--- config.mk ---
export PLATFORM = sky130hd
export DESIGN_NAME = event_stack_rpl
export DESIGN_NICKNAME = d
export VERILOG_FILES = /design/src/rtl/event_stack_rpl.sv
export SDC_FILE = /design/constraint.sdc
export NUM_CORES = 1
export LEC_CHECK = 0
export ABC_AREA = 0
export BUFFER_PORTS_ARGS = -buffer_cell sky130_fd_sc_hd__buf_2
export CORE_MARGIN = 4
export CORE_UTILIZATION = 55
export DETAILED_ROUTE_END_ITERATION = 8
export GPL_ROUTABILITY_DRIVEN = 0
export MAX_ROUTING_LAYER = met4
export PLACE_DENSITY = 0.72
export SLEW_MARGIN = 20
export SYNTH_ARGS = -nofsm -noshare
export SYNTH_HDL_FRONTEND = slang
export SYNTH_SLANG_ARGS = --single-unit
--- constraint.sdc ---
create_clock -name clk -period 3.23 [get_ports clk]
set_clock_uncertainty 0.15 [all_clocks]
set_input_delay 0.1615 -clock clk [delete_from_list [all_inputs] [get_ports clk]]
set_output_delay 0.1615 -clock clk [all_outputs]
set_load 0.02 [all_outputs]
--- src/rtl/event_stack_rpl.sv ---
// Event stack: circular register store of DEPTH entries with oldest-first or newest-first replay.
// Define EVENT_STACK_DROP_OLDEST_EN to overwrite the oldest entry on a push while full (default: reject).
module event_stack_rpl #(
    parameter int DATA_WIDTH = 4,
    parameter int DEPTH      = 24,
    parameter int CW         = $clog2(DEPTH + 1)
) (
    input  logic                  clk,
    input  logic                  rst,
    input  logic [DATA_WIDTH-1:0] din,
    input  logic                  wr_en,
    input  logic                  clear,
    input  logic                  stream_out,
    input  logic                  order,
    output logic [DATA_WIDTH-1:0] dout,
    output logic                  dout_valid,
    input  logic                  dout_ready,
    output logic                  done,
    output logic                  busy,
    output logic [CW-1:0]         active_entries,
    output logic                  empty,
    output logic                  full,
    output logic                  overflow
);
    localparam int IW = $clog2(DEPTH);
    localparam logic [IW-1:0] LAST_IDX  = IW'(DEPTH - 1);
    localparam logic [CW-1:0] DEPTH_CNT = CW'(DEPTH);

    typedef enum logic {IDLE, STREAM} state_e;

    state_e                state_q, state_d;
    logic [DATA_WIDTH-1:0] mem_q [DEPTH];
    logic [IW-1:0]         wp_q, wp_d;
    logic [IW-1:0]         rd_q, rd_d;
    logic [CW-1:0]         cnt_q, cnt_d;
    logic [CW-1:0]         left_q, left_d;
    logic                  order_q, order_d;
    logic                  overflow_q, overflow_d;
    logic                  done_q, done_d;
    logic                  mem_we;
    logic [CW-1:0]         wp_ext;
    logic [CW-1:0]         oldest_ext;
    logic [IW-1:0]         oldest_idx;
    logic [IW-1:0]         newest_idx;

    function automatic logic [IW-1:0] idx_inc(input logic [IW-1:0] i);
        return (i == LAST_IDX) ? '0 : i + 1'b1;
    endfunction

    function automatic logic [IW-1:0] idx_dec(input logic [IW-1:0] i);
        return (i == '0) ? LAST_IDX : i - 1'b1;
    endfunction

    // Oldest entry sits cnt slots behind the write pointer, wrapped modulo DEPTH.
    always_comb begin
        wp_ext     = CW'(wp_q);
        oldest_ext = (wp_ext >= cnt_q) ? (wp_ext - cnt_q) : (DEPTH_CNT - (cnt_q - wp_ext));
        oldest_idx = IW'(oldest_ext);
        newest_idx = idx_dec(wp_q);
    end

    // NOTE: every signal assigned in this block gets a default first so no latch can be inferred.
    always_comb begin
        state_d    = state_q;
        wp_d       = wp_q;
        rd_d       = rd_q;
        cnt_d      = cnt_q;
        left_d     = left_q;
        order_d    = order_q;
        overflow_d = overflow_q;
        done_d     = 1'b0;
        mem_we     = 1'b0;
        case (state_q)
            IDLE: begin
                if (stream_out) begin
                    if (cnt_q != '0) begin
                        state_d = STREAM;
                        order_d = order;
                        left_d  = cnt_q;
                        rd_d    = order ? newest_idx : oldest_idx;
                    end else begin
                        done_d = 1'b1;
                    end
                end else if (wr_en) begin
                    if (cnt_q != DEPTH_CNT) begin
                        mem_we = 1'b1;
                        wp_d   = idx_inc(wp_q);
                        cnt_d  = cnt_q + 1'b1;
                    end else begin
                        overflow_d = 1'b1;
`ifdef EVENT_STACK_DROP_OLDEST_EN
                        mem_we = 1'b1;
                        wp_d   = idx_inc(wp_q);
`endif
                    end
                end else if (clear) begin
                    cnt_d      = '0;
                    wp_d       = '0;
                    overflow_d = 1'b0;
                end
            end
            STREAM: begin
                if (dout_ready) begin
                    if (left_q == CW'(1)) begin
                        state_d = IDLE;
                        done_d  = 1'b1;
                    end else begin
                        left_d = left_q - 1'b1;
                        rd_d   = order_q ? idx_dec(rd_q) : idx_inc(rd_q);
                    end
                end
            end
            default: state_d = IDLE;
        endcase
    end

    // NOTE: state registers use non-blocking assignments so all flops update together at the edge.
    always_ff @(posedge clk) begin
        if (rst) begin
            state_q    <= IDLE;
            wp_q       <= '0;
            rd_q       <= '0;
            cnt_q      <= '0;
            left_q     <= '0;
            order_q    <= 1'b0;
            overflow_q <= 1'b0;
            done_q     <= 1'b0;
        end else begin
            state_q    <= state_d;
            wp_q       <= wp_d;
            rd_q       <= rd_d;
            cnt_q      <= cnt_d;
            left_q     <= left_d;
            order_q    <= order_d;
            overflow_q <= overflow_d;
            done_q     <= done_d;
        end
    end

    // NOTE: storage is deliberately not reset; cnt/wp define which slots hold valid data.
    always_ff @(posedge clk) begin
        if (mem_we) begin
            mem_q[wp_q] <= din;
        end
    end

    assign dout_valid     = (state_q == STREAM);
    assign busy           = (state_q == STREAM);
    assign dout           = dout_valid ? mem_q[rd_q] : '0;
    assign done           = done_q;
    assign active_entries = cnt_q;
    assign empty          = (cnt_q == '0);
    assign full           = (cnt_q == DEPTH_CNT);
    assign overflow       = overflow_q;

endmodule

======== Yosys cells after proc, flatten, opt, wreduce, memory -nomap -nowiden ========
Memory sizes are Yosys's and may differ from the RTL's. A register that Yosys moved wholly into a read port is not among the register bits.
Index checks and enable logic that the tools add are counted.
storage, ports and cells
  bits in read-only memories .............. 0
  memories ................................ 1
  latch bits .............................. 0
  bits in writable memories ............... 96
  bits in registers ....................... 24
  word-level logic and storage cells ...... 85
  output and inout port bits .............. 15
memories
  name   depth  bits a word  read ports  clocked after Yosys merged registers in  write ports  line  text
  mem_q  24     4            1           1                                        1            32    logic [DATA_WIDTH-1:0] mem_q [DEPTH];
operators by class
  equality and inequality tests ........... 11
  add/subtract/negate cells ............... 9
  mux-type cells .......................... 44
  bitwise gates (word level) .............. 2
  multipliers ............................. 0
  divide/modulo/power cells ............... 0
  shift operators ......................... 0
  order comparisons ....................... 1
  reduce and logical (&&, ||, !) cells .... 9
operator list
  operator             number
  $mux 5               22
  $pmux 5 s2           2
  $mux 1               17
  $add 5x1->5 const B  3
  $eq 5x5->1 const B   3
  $logic_not 5->1      3
  $sub 5x1->5 const B  3
  $reduce_and 4->1     3
  $ne 2x2->1 const B   5
  $sub 5x5->5          2
  $eq 5x1->1 const B   1
  $ge 5x5->1           1
  $ne 5x5->1 const B   1
  $reduce_bool 5->1    1
  $sub 5x5->5 const A  1
  $mux 4               1
  $pmux 1 s2           2
  $reduce_and 3->1     1
  $ne 2x1->1 const B   1
  $not 1->1            2
  $reduce_bool 2->1    1

======== Longest topological paths before layout ========
  word-level depth ........................ 9
  mapped depth ............................ 8

======== Least setup slack after synthesis ========
OpenSTA, ideal clock, no wires.
  path type ............................... register to register
  start ................................... register cnt_q[1] (netlist: active_entries[1])
  end ..................................... register with a tool-made name
  arrival ................................. 2.288 ns
  cell stages (with the launch flop) ...... 9
  library setup time ...................... 0.106 ns
  buffers on the path ..................... 0
  period minus slack after synthesis ...... 2.544 ns
  path slack .............................. 0.686 ns
  path through ............................ dfxtp_1 inv_1 ha_1 fa_1 a21o_1 a221oi_2 and2_1 a221oi_1 nor4_1
RTL lines
  item                      line  text
  start: declaration        35    logic [CW-1:0] cnt_q, cnt_d;
  start signal: assignment  132   cnt_q <= cnt_d;

==> results by group <==
Setup path
  • R2r setup slk: 390 ps
  • Reg2Reg Depth: 8
  • CP max FO: 14
  • CP Data Arrival Time: 2590 ps
  • Setup crit end kind: output pin
  • Crit Path Category: reg -> out
  • CP startpoint kind: flip-flop
  • Crit-path cells: buf_4 > mux4_2 > mux2i_1 > a22o_1 > a211oi_1 > buf_2
  • Slowest CP cell: dfxtp_2
  • Slowest cell delay on critical path: 640 ps
  • Worst path required time: 2920 ps

Synthesis
  • Post-synth cell types: 66
  • EDFF count, synth: 96
  • Synthesized cell area: 0.00597 mm2
  • Commonest cells in the netlist: 96 x edfxtp_1, 49 x nor2_1, 29 x dfxtp_1
  • Top-count cell post-synth: edfxtp_1
  • Synth area leaders: edfxtp_1 48%, dfxtp_1 9.7%, mux4_2 9.1%, ha_1 4.0%, nor2_1 3.1%
  • Ys Warns: 0
  • Post-synth top flop: edfxtp_1
  • Ys async rst share: 0
  • Share of the synthesized area in the top cell type: 0.483
  • Area leader, netlist: edfxtp_1
  • Seq/Total Area, Yosys: 0.580
  • FF+latch count, synth: 125
  • Cells after Synth: 442
  • Syn_nets: 476
  • Post-Syn Area per Cell: 13.5 um2

Flow run
  • # Max-Cap Violations: 0

Power and ir drop
  • VDD IR max: 374 uV
  • Pwr Density: 592 mW/mm2
  • Static leakage: 2.35 nW

GRT
  • Vias in the first global route: 3903
  • Gr ovfl total: 0
  • Number of antenna violations at the first check in global routing: 0
  • GRT Total Usage: 0.224
  • First-pass GRT wire length: 20900 um
  • Largest net degree at the start of global routing: 35

STA
  • Final Max Slew Viols: 0
  • Worst hold slack: 338 ps
  • Final setup viols: 0
  • Fmax: 344 MHz
  • Tmin final: 2900 ps
  • Rel. slew slack: 0.611
  • Crit share post-route: 0.899
  • Final count of hold timing violations: 0
  • Fin Setup TNS: 0 ps
  • RSZ-0062 raised after global routing: no
  • Slew @ Worst Pin: 583 ps

Die
  • # rows: 37
  • Core area: 0.0105 mm2
  • Die Y: 112 um
  • Die area: 0.0126 mm2
  • Initial Util: 0.571
  • I/O pin cnt: 26
  • Die W: 112 um

Cells and area
  • Share of layout cells above drive strength 1: 0.196
  • Area Overhead vs Synth: 15.9%
  • # diodes: 0
  • Layout fillers: 749
  • Final layout net count: 517

Run status
  • Status: finished clean

Route
  • Detailed Route Iter0 Violations: 354
  • Vias: 3820
  • Antenna Violating Nets Remaining: 0
  • First drt pass iteration count: 5
  • Drt drc: 0
  • WL final: 12800 um
  • DR WL/cell: 20.2 um
  • Via density: 6.04

Clock network
  • Bufs on Longest Clock Path: 2
  • Later-pin clock latency in the skew report: 520 ps
  • Post-cts repair resize count: 0
  • TritonCTS sink count: 125
  • CTS tree: done
  • CTS root buf: clkbuf_8
  • Htree depth: 4
  • CTS clk-pin slew, worst paths: 60 ps
  • TritonCTS Buffers: 17

Worst hold path
  • Hold depth: 2
  • Hold Crit Class: reg -> reg

Placed design
  • DPL Wire Length: 8870 um
  • Port Buffers: 25
final timing paths:
| kind | startpoint | to |
|---|---|---|
| max | flip-flop | dout[1] |
| min | left_q[1] | left_q[1] |
| max reg2reg | active_entries[1] | flip-flop |
| min reg2reg | left_q[1] | left_q[1] |
layout by cell type, fill, tap and decap left out, types with 9 or more instances in the layout:
master / synthesis / layout
mux4_2: 24 / 24
dfxtp_1: 29 / 28
xnor2_1: 9 / 9
nor2_1: 49 / 49
inv_1: 20 / 20
buf_2: 2 / 25
mux2i_1: 13 / 13
ha_1: 19 / 19
edfxtp_1: 96 / 96
nand2_1: 23 / 23
dlygate4sd3_1: 0 / 12
clkbuf_16: 0 / 16
o21ai_0: 15 / 15
a21oi_1: 20 / 20
kinds of logic after synthesis:
| group | after synthesis | share of synthesized area |
|---|---|---|
| AND/OR/NAND/NOR | 124 | 0.107 |
| AO/OA/AOI/OAI | 81 | 0.100 |
| multiplexers | 37 | 0.112 |
| flip-flops | 125 | 0.580 |
| adder cells (fa/ha/maj) | 23 | 0.0532 |
| buffers and inverters | 41 | 0.0312 |
| XOR/XNOR | 11 | 0.0161 |
per-stage QoR:
step,std cells,power (mW),util,setup WS [ps],instance area (um2)
CTS,632,4.11,0.662,270,6920
detailed placement,588,2.20,0.592,544,6200
finish,632,4.10,0.662,326,6920
floorplan,442,2.09,-,686,5970
global route,632,4.24,0.662,156,6920
global placement,588,2.19,0.592,683,6200
repair_timing:
item	CTS	global route
hold buffers	12	0
endpoints found under the hold margin	116	0
setup buffers	0	0
flip-flops by register name (all words and copies together) (netlist names), named ones only:
register / flops
mem_q: 96
active_entries: 5
left_q: 5
rd_q: 5
wp_ext: 5
busy: 1
done: 1
order_q: 1
overflow: 1
worst max-delay path: cells and delay by family (launching register included):
| family | cells | cell delay [ps] |
|---|---|---|
| mux | 2 | 750 |
| flops | 1 | 640 |
| buf+inv | 2 | 450 |
| compound gates | 2 | 230 |
cell type report:
cell class	count	area, um2	share of cell area
Tap cell	136	170	0.0246
Multi-Input combinational cell	276	2320	0.335
Clock inverter	13	163	0.0235
Clock buffer	19	442	0.0638
Sequential cell	125	3460	0.500
Inverter	21	78.8	0.0114
Timing Repair Buffer	42	283	0.0408
metal layers:
layer  GRT usage  vias up  wire [um]
li1            -     1779          -
met1       0.294     1899       5510
met2       0.348      119       6380
met3      0.0485       23        654
met4      0.0793        0        243
met5           -        -          0
power breakdown:
group	internal, mW	switching [mW]	leakage [nW]
Sequential	1.76	0.0544	1.10
Combinational	0.169	0.206	0.961
Clock	1.22	0.694	0.291
Total	3.14	0.954	2.35
Power figures use the tool's default switching activity.
